File: config.mk
export PLATFORM = sky130hd
export DESIGN_NAME = sensor_conditioner_flat
export DESIGN_NICKNAME = d
export VERILOG_FILES = /design/src/rtl/shs_pkg.sv /design/src/rtl/sensor_conditioner_if.sv /design/src/rtl/debounce_bit.sv /design/src/rtl/sensor_conditioner.sv /design/src/flat_wrapper.sv
export SDC_FILE = /design/constraint.sdc
export NUM_CORES = 1
export LEC_CHECK = 0
export CAP_MARGIN = 20
export CORE_MARGIN = 2
export CORE_UTILIZATION = 45
export CTS_CLUSTER_DIAMETER = 120
export CTS_CLUSTER_SIZE = 30
export DETAILED_ROUTE_END_ITERATION = 16
export GPL_TIMING_DRIVEN = 0
export HOLD_SLACK_MARGIN = 0.02
export PLACE_DENSITY = 0.71
export SLEW_MARGIN = 30
export SYNTH_ARGS = -nofsm -noshare
export SYNTH_HDL_FRONTEND = slang
export SYNTH_HIERARCHICAL = 1
export SYNTH_SLANG_ARGS = --single-unit
File: constraint.sdc
create_clock -name clk -period 7.5 [get_ports clk]
set_input_delay 1.5 -clock clk [delete_from_list [all_inputs] [get_ports clk]]
set_output_delay 1.5 -clock clk [all_outputs]
set_load 0.005 [all_outputs]
File: src/rtl/shs_pkg.sv
// Shared constants and types for the home-automation sensor front end.
package shs_pkg;

  localparam int unsigned TEMP_W = 8;

  // Controller thresholds in degrees C: fan on above FAN, AC on above AC.
  localparam int unsigned FAN_THRESH = 25;
  localparam int unsigned AC_THRESH  = 28;

  localparam int unsigned NUM_SENS    = 5;
  localparam int unsigned SENS_LIGHT  = 0;
  localparam int unsigned SENS_MOTION = 1;
  localparam int unsigned SENS_GAS    = 2;
  localparam int unsigned SENS_DOOR   = 3;
  localparam int unsigned SENS_RAIN   = 4;

  // Light idles "bright" so the controller keeps the lamp off out of reset.
  localparam logic [NUM_SENS-1:0] SENS_RESET_VAL = 5'b00001;

  typedef enum logic {
    FILL,
    RUN
  } temp_state_e;

endpackage

File: src/rtl/sensor_conditioner_if.sv
// Sensor-side bundle between the raw sensor lines and the controller inputs.
interface sensor_conditioner_if #(
  parameter int unsigned TEMP_W = shs_pkg::TEMP_W
);
  logic              sample_tick;
  logic [TEMP_W-1:0] temp_raw;
  logic              light_raw;
  logic              motion_raw;
  logic              gas_raw;
  logic              door_raw;
  logic              rain_raw;

  logic [TEMP_W-1:0] temperature;
  logic              temp_valid;
  logic              light_sensor;
  logic              motion_sensor;
  logic              gas_sensor;
  logic              door_sensor;
  logic              rain_sensor;
  logic              sensor_change;

  modport master (
    output sample_tick, temp_raw, light_raw, motion_raw, gas_raw, door_raw, rain_raw,
    input  temperature, temp_valid, light_sensor, motion_sensor, gas_sensor, door_sensor,
           rain_sensor, sensor_change
  );

  modport slave (
    input  sample_tick, temp_raw, light_raw, motion_raw, gas_raw, door_raw, rain_raw,
    output temperature, temp_valid, light_sensor, motion_sensor, gas_sensor, door_sensor,
           rain_sensor, sensor_change
  );
endinterface

File: src/rtl/debounce_bit.sv
// Two-flop synchroniser followed by a saturating-run debounce counter.
module debounce_bit #(
  parameter int unsigned DEBOUNCE_CYCLES = 16,
  parameter bit          RESET_VAL       = 1'b0
) (
  input  logic clk,
  input  logic reset,
  input  logic raw,
  output logic level,
  output logic flip
);
  localparam int unsigned CNT_W = $clog2(DEBOUNCE_CYCLES);
  localparam logic [CNT_W-1:0] CNT_LAST = CNT_W'(DEBOUNCE_CYCLES - 1);

  logic             sync1_q, sync2_q;
  logic             level_q, level_d;
  logic [CNT_W-1:0] cnt_q, cnt_d;

  // Synchroniser, counter and output register.
  always_ff @(posedge clk or posedge reset) begin
    if (reset) begin
      sync1_q <= RESET_VAL;
      sync2_q <= RESET_VAL;
      level_q <= RESET_VAL;
      cnt_q   <= '0;
    end else begin
      sync1_q <= raw;
      sync2_q <= sync1_q;
      level_q <= level_d;
      cnt_q   <= cnt_d;
    end
  end

  // Count consecutive disagreeing cycles; any agreement restarts the run.
  always_comb begin
    cnt_d   = '0;
    level_d = level_q;
    if (sync2_q != level_q) begin
      if (cnt_q == CNT_LAST) begin
        level_d = sync2_q;
      end else begin
        cnt_d = cnt_q + CNT_W'(1);
      end
    end
  end

  assign level = level_q;
  assign flip  = (level_d != level_q);

endmodule

File: src/rtl/sensor_conditioner.sv
// Debounces the binary room sensors and moving-averages the temperature.
module sensor_conditioner #(
  parameter int unsigned DEBOUNCE_CYCLES = 16,
  parameter int unsigned TEMP_W          = shs_pkg::TEMP_W,
  parameter int unsigned AVG_LOG2        = 2
) (
  input logic                 clk,
  input logic                 reset,
  sensor_conditioner_if.slave bus
);
  import shs_pkg::*;

  localparam int unsigned N     = 1 << AVG_LOG2;
  localparam int unsigned SUM_W = TEMP_W + AVG_LOG2;
  localparam logic [AVG_LOG2-1:0] PTR_LAST = AVG_LOG2'(N - 1);

  logic [NUM_SENS-1:0] raw_vec, level_vec, flip_vec;
  logic                change_q;

  assign raw_vec[SENS_LIGHT]  = bus.light_raw;
  assign raw_vec[SENS_MOTION] = bus.motion_raw;
  assign raw_vec[SENS_GAS]    = bus.gas_raw;
  assign raw_vec[SENS_DOOR]   = bus.door_raw;
  assign raw_vec[SENS_RAIN]   = bus.rain_raw;

  for (genvar i = 0; i < NUM_SENS; i++) begin : g_sens
    debounce_bit #(
      .DEBOUNCE_CYCLES(DEBOUNCE_CYCLES),
      .RESET_VAL      (SENS_RESET_VAL[i])
    ) u_debounce (
      .clk  (clk),
      .reset(reset),
      .raw  (raw_vec[i]),
      .level(level_vec[i]),
      .flip (flip_vec[i])
    );
  end

  // Registered so the pulse lines up with the cycle the new level is visible.
  always_ff @(posedge clk or posedge reset) begin
    if (reset) change_q <= 1'b0;
    else       change_q <= |flip_vec;
  end

  assign bus.light_sensor  = level_vec[SENS_LIGHT];
  assign bus.motion_sensor = level_vec[SENS_MOTION];
  assign bus.gas_sensor    = level_vec[SENS_GAS];
  assign bus.door_sensor   = level_vec[SENS_DOOR];
  assign bus.rain_sensor   = level_vec[SENS_RAIN];
  assign bus.sensor_change = change_q;

  temp_state_e         state_q, state_d;
  logic [TEMP_W-1:0]   ring_q [N];
  logic [SUM_W-1:0]    sum_q, sum_d, sum_new;
  logic [AVG_LOG2-1:0] ptr_q, ptr_d;
  logic [TEMP_W-1:0]   temp_q, temp_d;
  logic                valid_q, valid_d;

  // Averaging state, ring buffer and registered outputs.
  always_ff @(posedge clk or posedge reset) begin
    if (reset) begin
      state_q <= FILL;
      sum_q   <= '0;
      ptr_q   <= '0;
      temp_q  <= '0;
      valid_q <= 1'b0;
      for (int i = 0; i < int'(N); i++) ring_q[i] <= '0;
    end else begin
      state_q <= state_d;
      sum_q   <= sum_d;
      ptr_q   <= ptr_d;
      temp_q  <= temp_d;
      valid_q <= valid_d;
      if (bus.sample_tick) ring_q[ptr_q] <= bus.temp_raw;
    end
  end

  // Fill the window first, then slide it: the pointer always names the oldest entry.
  always_comb begin
    state_d = state_q;
    sum_d   = sum_q;
    ptr_d   = ptr_q;
    temp_d  = temp_q;
    valid_d = valid_q;
    sum_new = sum_q + SUM_W'(bus.temp_raw);
    if (state_q == RUN) sum_new = sum_new - SUM_W'(ring_q[ptr_q]);
    unique case (state_q)
      FILL: begin
        if (bus.sample_tick) begin
          sum_d = sum_new;
          ptr_d = ptr_q + 1'b1;
          if (ptr_q == PTR_LAST) begin
            temp_d  = TEMP_W'(sum_new >> AVG_LOG2);
            valid_d = 1'b1;
            state_d = RUN;
          end
        end
      end
      RUN: begin
        if (bus.sample_tick) begin
          sum_d  = sum_new;
          ptr_d  = ptr_q + 1'b1;
          temp_d = TEMP_W'(sum_new >> AVG_LOG2);
        end
      end
      default: state_d = FILL;
    endcase
  end

  assign bus.temperature = temp_q;
  assign bus.temp_valid  = valid_q;

endmodule

File: src/flat_wrapper.sv
// flat-port wrapper written by rule: the top's interface ports become plain ports
module sensor_conditioner_flat import shs_pkg::*;
#(
  parameter int unsigned DEBOUNCE_CYCLES = 16,
  parameter int unsigned TEMP_W          = shs_pkg::TEMP_W,
  parameter int unsigned AVG_LOG2        = 2
)
  (clk, reset, bus_sample_tick, bus_temp_raw, bus_light_raw, bus_motion_raw, bus_gas_raw, bus_door_raw, bus_rain_raw, bus_temperature, bus_temp_valid, bus_light_sensor, bus_motion_sensor, bus_gas_sensor, bus_door_sensor, bus_rain_sensor, bus_sensor_change);
  sensor_conditioner_if #(.TEMP_W(TEMP_W)) bus_i ();
  input logic clk;
  input logic reset;
  input wire logic [$bits(bus_i.sample_tick)-1:0] bus_sample_tick;
  input wire logic [$bits(bus_i.temp_raw)-1:0] bus_temp_raw;
  input wire logic [$bits(bus_i.light_raw)-1:0] bus_light_raw;
  input wire logic [$bits(bus_i.motion_raw)-1:0] bus_motion_raw;
  input wire logic [$bits(bus_i.gas_raw)-1:0] bus_gas_raw;
  input wire logic [$bits(bus_i.door_raw)-1:0] bus_door_raw;
  input wire logic [$bits(bus_i.rain_raw)-1:0] bus_rain_raw;
  output wire logic [$bits(bus_i.temperature)-1:0] bus_temperature;
  output wire logic [$bits(bus_i.temp_valid)-1:0] bus_temp_valid;
  output wire logic [$bits(bus_i.light_sensor)-1:0] bus_light_sensor;
  output wire logic [$bits(bus_i.motion_sensor)-1:0] bus_motion_sensor;
  output wire logic [$bits(bus_i.gas_sensor)-1:0] bus_gas_sensor;
  output wire logic [$bits(bus_i.door_sensor)-1:0] bus_door_sensor;
  output wire logic [$bits(bus_i.rain_sensor)-1:0] bus_rain_sensor;
  output wire logic [$bits(bus_i.sensor_change)-1:0] bus_sensor_change;
  assign bus_i.sample_tick = bus_sample_tick;
  assign bus_i.temp_raw = bus_temp_raw;
  assign bus_i.light_raw = bus_light_raw;
  assign bus_i.motion_raw = bus_motion_raw;
  assign bus_i.gas_raw = bus_gas_raw;
  assign bus_i.door_raw = bus_door_raw;
  assign bus_i.rain_raw = bus_rain_raw;
  assign bus_temperature = bus_i.temperature;
  assign bus_temp_valid = bus_i.temp_valid;
  assign bus_light_sensor = bus_i.light_sensor;
  assign bus_motion_sensor = bus_i.motion_sensor;
  assign bus_gas_sensor = bus_i.gas_sensor;
  assign bus_door_sensor = bus_i.door_sensor;
  assign bus_rain_sensor = bus_i.rain_sensor;
  assign bus_sensor_change = bus_i.sensor_change;
  sensor_conditioner #(.DEBOUNCE_CYCLES(DEBOUNCE_CYCLES), .TEMP_W(TEMP_W), .AVG_LOG2(AVG_LOG2)) u_core (.clk(clk), .reset(reset), .bus(bus_i));
endmodule
After elaboration in Yosys (flattened, before gate mapping)

Cells that the tools add are included.

Equal/unequal tests: 19
Magnitude comparators: 2
$add $sub $neg: 8
Reduce and logical (&&, ||, !) cells: 4
Bitwise logic cells: 2
Muxes and demuxes: 36

Operator list:

| operator              | number |
|---|---|
| $mux W8               | 6 |
| $mux W4               | 10 |
| $bwmux W32            | 1 |
| $add A4 B1 Y4 const B | 5 |
| $eq A4 B4 Y1 const B  | 5 |
| $mux W10              | 2 |
| $bmux W8 S2           | 1 |
| $demux W8 S2          | 1 |
| $pmux W8 S2           | 1 |
| $mux W1               | 13 |
| $add A10 B8 Y10       | 1 |
| $ne A1 B1 Y1          | 10 |
| $sub A10 B8 Y10       | 1 |
| $reduce_and A3 Y1     | 2 |
| $reduce_or A5 Y1      | 1 |
| $ne A2 B2 Y1 const B  | 2 |
| $ge A3 B3 Y1 const B  | 1 |
| $lt A3 B1 Y1 const B  | 1 |
| $not A2 Y3            | 1 |
| $add A2 B1 Y2 const B | 1 |
| $eq A2 B2 Y1 const B  | 1 |
| $mux W2               | 1 |
| $ne A2 B1 Y1 const B  | 1 |
| $logic_and A1 B1 Y1   | 1 |
| $not A1 Y1            | 1 |

Bits of input ports: 16
Logic and storage cells: 101
Register bits after elaboration: 90
Output and inout bits: 15

Logic depth before layout (Yosys ltp)

Gate-level depths: netlist of the first run.

Depth in word-level cells: 9
Depth in mapped cells: 15
Depth with buffers taken out: 15

Modules after synthesis

Netlist of the first run, hierarchy kept.

By module, submodules not included:

| module                                         | times used | area each (um^2) | seq. area each (um^2) | cells an instance |
|---|---|---|---|---|
| sensor_conditioner                             | 1          | 3098.0           | 1376.3                | 273 |
| debounce_bit (u_core.g_sens[1].u_debounce ...) | 4          | 284.0            | 175.2                 | 22 |
| debounce_bit (u_core.g_sens[0].u_debounce)     | 1          | 287.8            | 178.9                 | 22 |

Worst setup path before layout of the first run

Ideal clock, no wire load.

Path type: input to register
Start: input port bus_temp_raw[0]
End: register u_core.sum_q[9]
Path buffers: 0
Cell stages on the path: 12
Library setup time: 135 ps
Arrival: 4032 ps
Setup slack: 3334 ps
Data required time: 7365 ps
Cell sequence: ha_1 inv_1 fa_1 inv_1 ha_1 nor2b_4 o31a_1 o41a_1 and2_4 a2111oi_4 xnor2_1 mux2i_1

Word-level cells in the longest chain between the ends: 4

Ends and longest elaborated chain:

| item                   | RTL line                                            | RTL |
|---|---|---|
| start: declaration     | flat_wrapper.sv:13                                  | `input wire logic [$bits(bus_i.temp_raw)-1:0] bus_temp_raw;` |
| $add A10 B8 Y10 *      | sensor_conditioner.sv:85                            | `sum_new = sum_q + SUM_W'(bus.temp_raw);` |
| $sub A10 B8 Y10        | sensor_conditioner.sv:86                            | `if (state_q == RUN) sum_new = sum_new - SUM_W'(ring_q[ptr_q]);` |
| $mux W10 *             | sensor_conditioner.sv:86                            |  |
| $mux W10 *             | sensor_conditioner.sv:89, sensor_conditioner.sv:100 |  |
| end signal: assignment | sensor_conditioner.sv:70                            | `sum_q <= sum_d;` |
| end: declaration       | sensor_conditioner.sv:54                            | `logic [SUM_W-1:0] sum_q, sum_d, sum_new;` |

Mark *: on every way between the ends. The rest lies on a longest branch, timed or not. The select of a mux whose other input is x is not followed.
A chain may end at the register's enable or synchronous reset.

Final worst setup path of the first run

Start: input port bus_temp_raw[0]
End: register u_core.sum_q[8]

Same word-level chain as after synthesis.

==> results of run 1 <==
metal layers:
metal / vias to the layer above / global-route usage / share of wire
met5: - / 0 / 0
met4: 0 / 0.0405 / 0.0097
met3: 7 / 0.0426 / 0.042
met2: 55 / 0.303 / 0.51
met1: 1507 / 0.214 / 0.44
li1: 1434 / - / -
final timing paths:
check                           cells past startpoint  slack [ns]                                       endpoint                                     startpoint
worst max-delay path                               16        2.86                    u_core/sum_q[8]$_DFFE_PP0P_                                bus_temp_raw[0]
worst min-delay path                                0        0.36  u_core/g_sens[2].u_debounce/sync2_q$_DFF_PP0_  u_core/g_sens[2].u_debounce/sync1_q$_DFF_PP0_
worst max register to register                     15        4.22                    u_core/sum_q[8]$_DFFE_PP0P_                    u_core/sum_q[0]$_DFFE_PP0P_
worst min register to register                      0        0.36  u_core/g_sens[2].u_debounce/sync2_q$_DFF_PP0_  u_core/g_sens[2].u_debounce/sync1_q$_DFF_PP0_
max in group asynchronous                           3        5.57                    u_core/sum_q[4]$_DFFE_PP0P_                                          reset
min in group asynchronous                           2        1.47             u_core/bus.sensor_change$_DFF_PP0_                                          reset
sequential cells by signal (all words and copies together) (netlist names):
name,cells
u_core/bus.temperature,8
u_core/sum_q,10
u_core/bus.sensor_change,1
u_core/g_sens.u_debounce/sync1_q,5
u_core/g_sens.u_debounce/cnt_q,20
u_core/state_q,1
u_core/g_sens.u_debounce/level,5
u_core/g_sens.u_debounce/sync2_q,5
u_core/ring_q,32
u_core/bus.temp_valid,1
u_core/ptr_q,2
power by group through the flow:
stage / Sequential, mW / Combinational, mW / Clock (mW)
2_1_floorplan: 0.718 / 1.12 / 0
3_3_place_gp: 0.729 / 1.36 / 0
3_5_place_dp: 0.741 / 1.41 / 0
4_1_cts: 0.731 / 1.42 / 0.320
5_1_grt: 0.747 / 1.58 / 0.344
6_report: 0.730 / 1.43 / 0.310
logic make-up (layout without fill, tap and decap cells):
group	Yosys count	count (layout)	share of synthesized area
adders and majority gates	27	27	0.0775
buffers and inverters	37	83	0.0318
and+or+nand+nor	82	82	0.0974
xor gates and xnor gates	24	24	0.0465
muxes	45	45	0.135
AOI/OAI and AO/OA	78	78	0.113
DFF	90	90	0.499
critical path: cells and delay by family:
kind                       cells  cell delay [ns]
AOI/OAI and AO/OA              7             1.17
adders and majority gates      3             0.97
buffers and inverters          2             0.61
xor gates and xnor gates       2             0.34
and+or+nand+nor                2             0.27
metrics by stage:
stage | power [mW] | setup WS, ns | hold WS [ns] | utilization | instances
2_1_floorplan | 1.84 | 3.33 | 0.331 | - | 383
3_3_place_gp | 2.08 | 2.58 | 0.333 | 0.509 | 545
3_5_place_dp | 2.16 | 2.53 | 0.337 | 0.512 | 546
4_1_cts | 2.47 | 2.91 | 0.359 | 0.531 | 562
5_1_grt | 2.67 | 2.69 | 0.370 | 0.531 | 562
6_report | 2.48 | 2.86 | 0.358 | 0.531 | 562
layout make-up:
type	instances	area, sq um	area share
plain buffers	7	31.3	0.00602
clock buffers	10	138	0.0265
clock inverters	6	46.3	0.00892
inverters	30	115	0.0222
multi-input cells	256	2120	0.409
flip-flops and latches	90	2260	0.434
well taps	133	166	0.0320
repair buffers	30	318	0.0612
synthesized netlist by cell type (3+ instances only):
library cell / instances / share of area
a21oi_1: 22 / 0.024
a311oi_1: 6 / 0.012
a31oi_1: 3 / 0.0042
clkbuf_1: 3 / 0.0025
dfrtp_1: 87 / 0.48
dfstp_2: 3 / 0.017
ha_1: 24 / 0.066
inv_1: 29 / 0.024
mux2_2: 29 / 0.072
mux2_4: 5 / 0.017
mux2i_1: 3 / 0.0066
mux4_2: 8 / 0.040
nand2_1: 23 / 0.019
nand3_2: 5 / 0.011
nand4b_1: 5 / 0.0097
nor2_1: 26 / 0.022
nor2b_1: 9 / 0.012
nor3_1: 4 / 0.0044
o21a_1: 4 / 0.0066
o21ai_0: 21 / 0.023
o21ai_1: 4 / 0.0044
xnor2_1: 21 / 0.041
xor2_1: 3 / 0.0058
==> summary.txt, run 1 <==
CTS tree: done
input/output buffers: 29
dominant synthesized flop cell: dfrtp_1
Crit Path Category: input port to flip-flop
CP max-delay cell: clkdlybuf4s50_1
crit share post-route: 0.619
Netlist Area Pre-Place: 4520 sq um
minimum clock period: 4.64 ns
Final setup violation count: 0
Worst Max-Slew Pin Slew: 0.582 ns
HP Class: flip-flop to flip-flop
critical path's largest stage delay: 0.54 ns
Seq/Total Area, Yosys: 0.499
Clock Sinks: 90
clk_skew: 0.0128 ns
most common cell after layout, fill and taps aside: dfrtp_1
Mapped Cells: 383
sw frac: 0.400
DRT Pass-1 Iters: 4
P_leak: 2.25 nW
YS warnings: 6
gpl congestion: 0.777
io pins: 31
Max-slew headroom: 0.602
CTS Root Cell: clkbuf_8
first-pass GRT wire length: 15.0 mm
# rows: 36
Tot GR Track Use: 0.172
full die area: 10900 sq um
status: finished clean
fin area: 5190 sq um
number of hold violations in the final report: 0
grt total ovfl: 0
CP endpoint kind: flip-flop
number of global-route vias before repair: 3101
CP max FO: 5
clock transition at the registers of the reported paths: 0.10 ns
Arr. time, crit path: 4.87 ns
die width: 104 um
clock share of power: 0.125
syn_area_per_cell: 11.8 sq um
Clock Path Buffers: 2
post-DP HPWL: 6.34 mm
H-Tree Level Count: 3
placeable core area: 9770 sq um
EDFF count, synth: 0
Layout fillers: 877
post-CTS sizing: 0
CTS buffer count: 9
DRC viols: 0
total vias in the final route: 3003
max-cap violations: 0
die height: 104 um
Ant. Diodes: 0
postcts setup bufs: 0
starting density of the core: 0.463
worst-skew pair later-pin latency: 0.36 ns
Via density: 5.34
Power Density: 477 nW/um^2
WL/cell: 15.5 um
CP Cell Sequence: clkdlybuf4s50_1, ha_1, inv_1, fa_1, nor2b_1, o21a_1, nor2_1, xnor2_1, ha_1, o21a_1, o31ai_1, a21oi_1, a31o_1, a311oi_1, xnor2_1, a21oi_1
Peak VDD IR: 186 uV
post-route ant nets: 0
internal power: 1.49 mW
dpl cell area: 5010 sq um
pin count of the biggest net entering global routing: 54
RSZ-0062 raised after global routing: false
combinational share of power: 0.580
Final Slew Violations: 0
Seq pwr share: 0.295
sw power: 0.989 mW
hold-fix buffers at CTS: 0
commonest cells after routing, fill and taps aside: 87 x dfrtp_1, 29 x clkdlybuf4s50_1, 29 x mux2_2
Nets: 466
Post-synth ARST share: 1.00
CP Data Required Time: 7.72 ns
post-synthesis cell type count: 52
layout cells sized above 1: 0.179
area grow syn2layout: 14.8%
f_max: 215 MHz
initial antenna violation count: 0
Setup TNS: 0 ns
syn_nets: 425
initial DRC count: 144
Setup crit start kind: input port
DRT Wirelength: 8.74 mm
register bit total from synthesis: 90
Note: power is estimated with default switching activity, not from simulation.
==> run 2: changes to the inputs <==
==> constraint.sdc (replaced) <==
create_clock -name clk -period 4.5 [get_ports clk]
set_input_delay 0.9 -clock clk [delete_from_list [all_inputs] [get_ports clk]]
set_output_delay 0.9 -clock clk [all_outputs]
set_load 0.005 [all_outputs]
==> results of run 2 <==
Same layout as run 1 (identical final DEF). Status: finished clean.
Among the figures that moved: setup slack after placement 2.53 ns -> 0.130 ns; setup slack after layout 2.86 ns -> 0.459 ns; register-to-register setup slack 4.22 ns -> 1.22 ns; total power 2.48 mW -> 4.13 mW; worst IR drop on VDD 186 uV -> 310 uV
==> run 3: changes to the inputs <==
==> constraint.sdc (replaced) <==
create_clock -name clk -period 4.5 [get_ports clk]
set_input_delay 0.9 -clock clk [delete_from_list [all_inputs] [get_ports clk]]
set_output_delay 0.9 -clock clk [all_outputs]
set_load 0.01 [all_outputs]
==> results of run 3 <==
Same layout as run 1 (identical final DEF). Status: finished clean.
Among the figures that moved: setup slack after placement 2.53 ns -> 0.130 ns; setup slack after layout 2.86 ns -> 0.459 ns; register-to-register setup slack 4.22 ns -> 1.22 ns; total power 2.48 mW -> 4.14 mW; worst IR drop on VDD 186 uV -> 315 uV
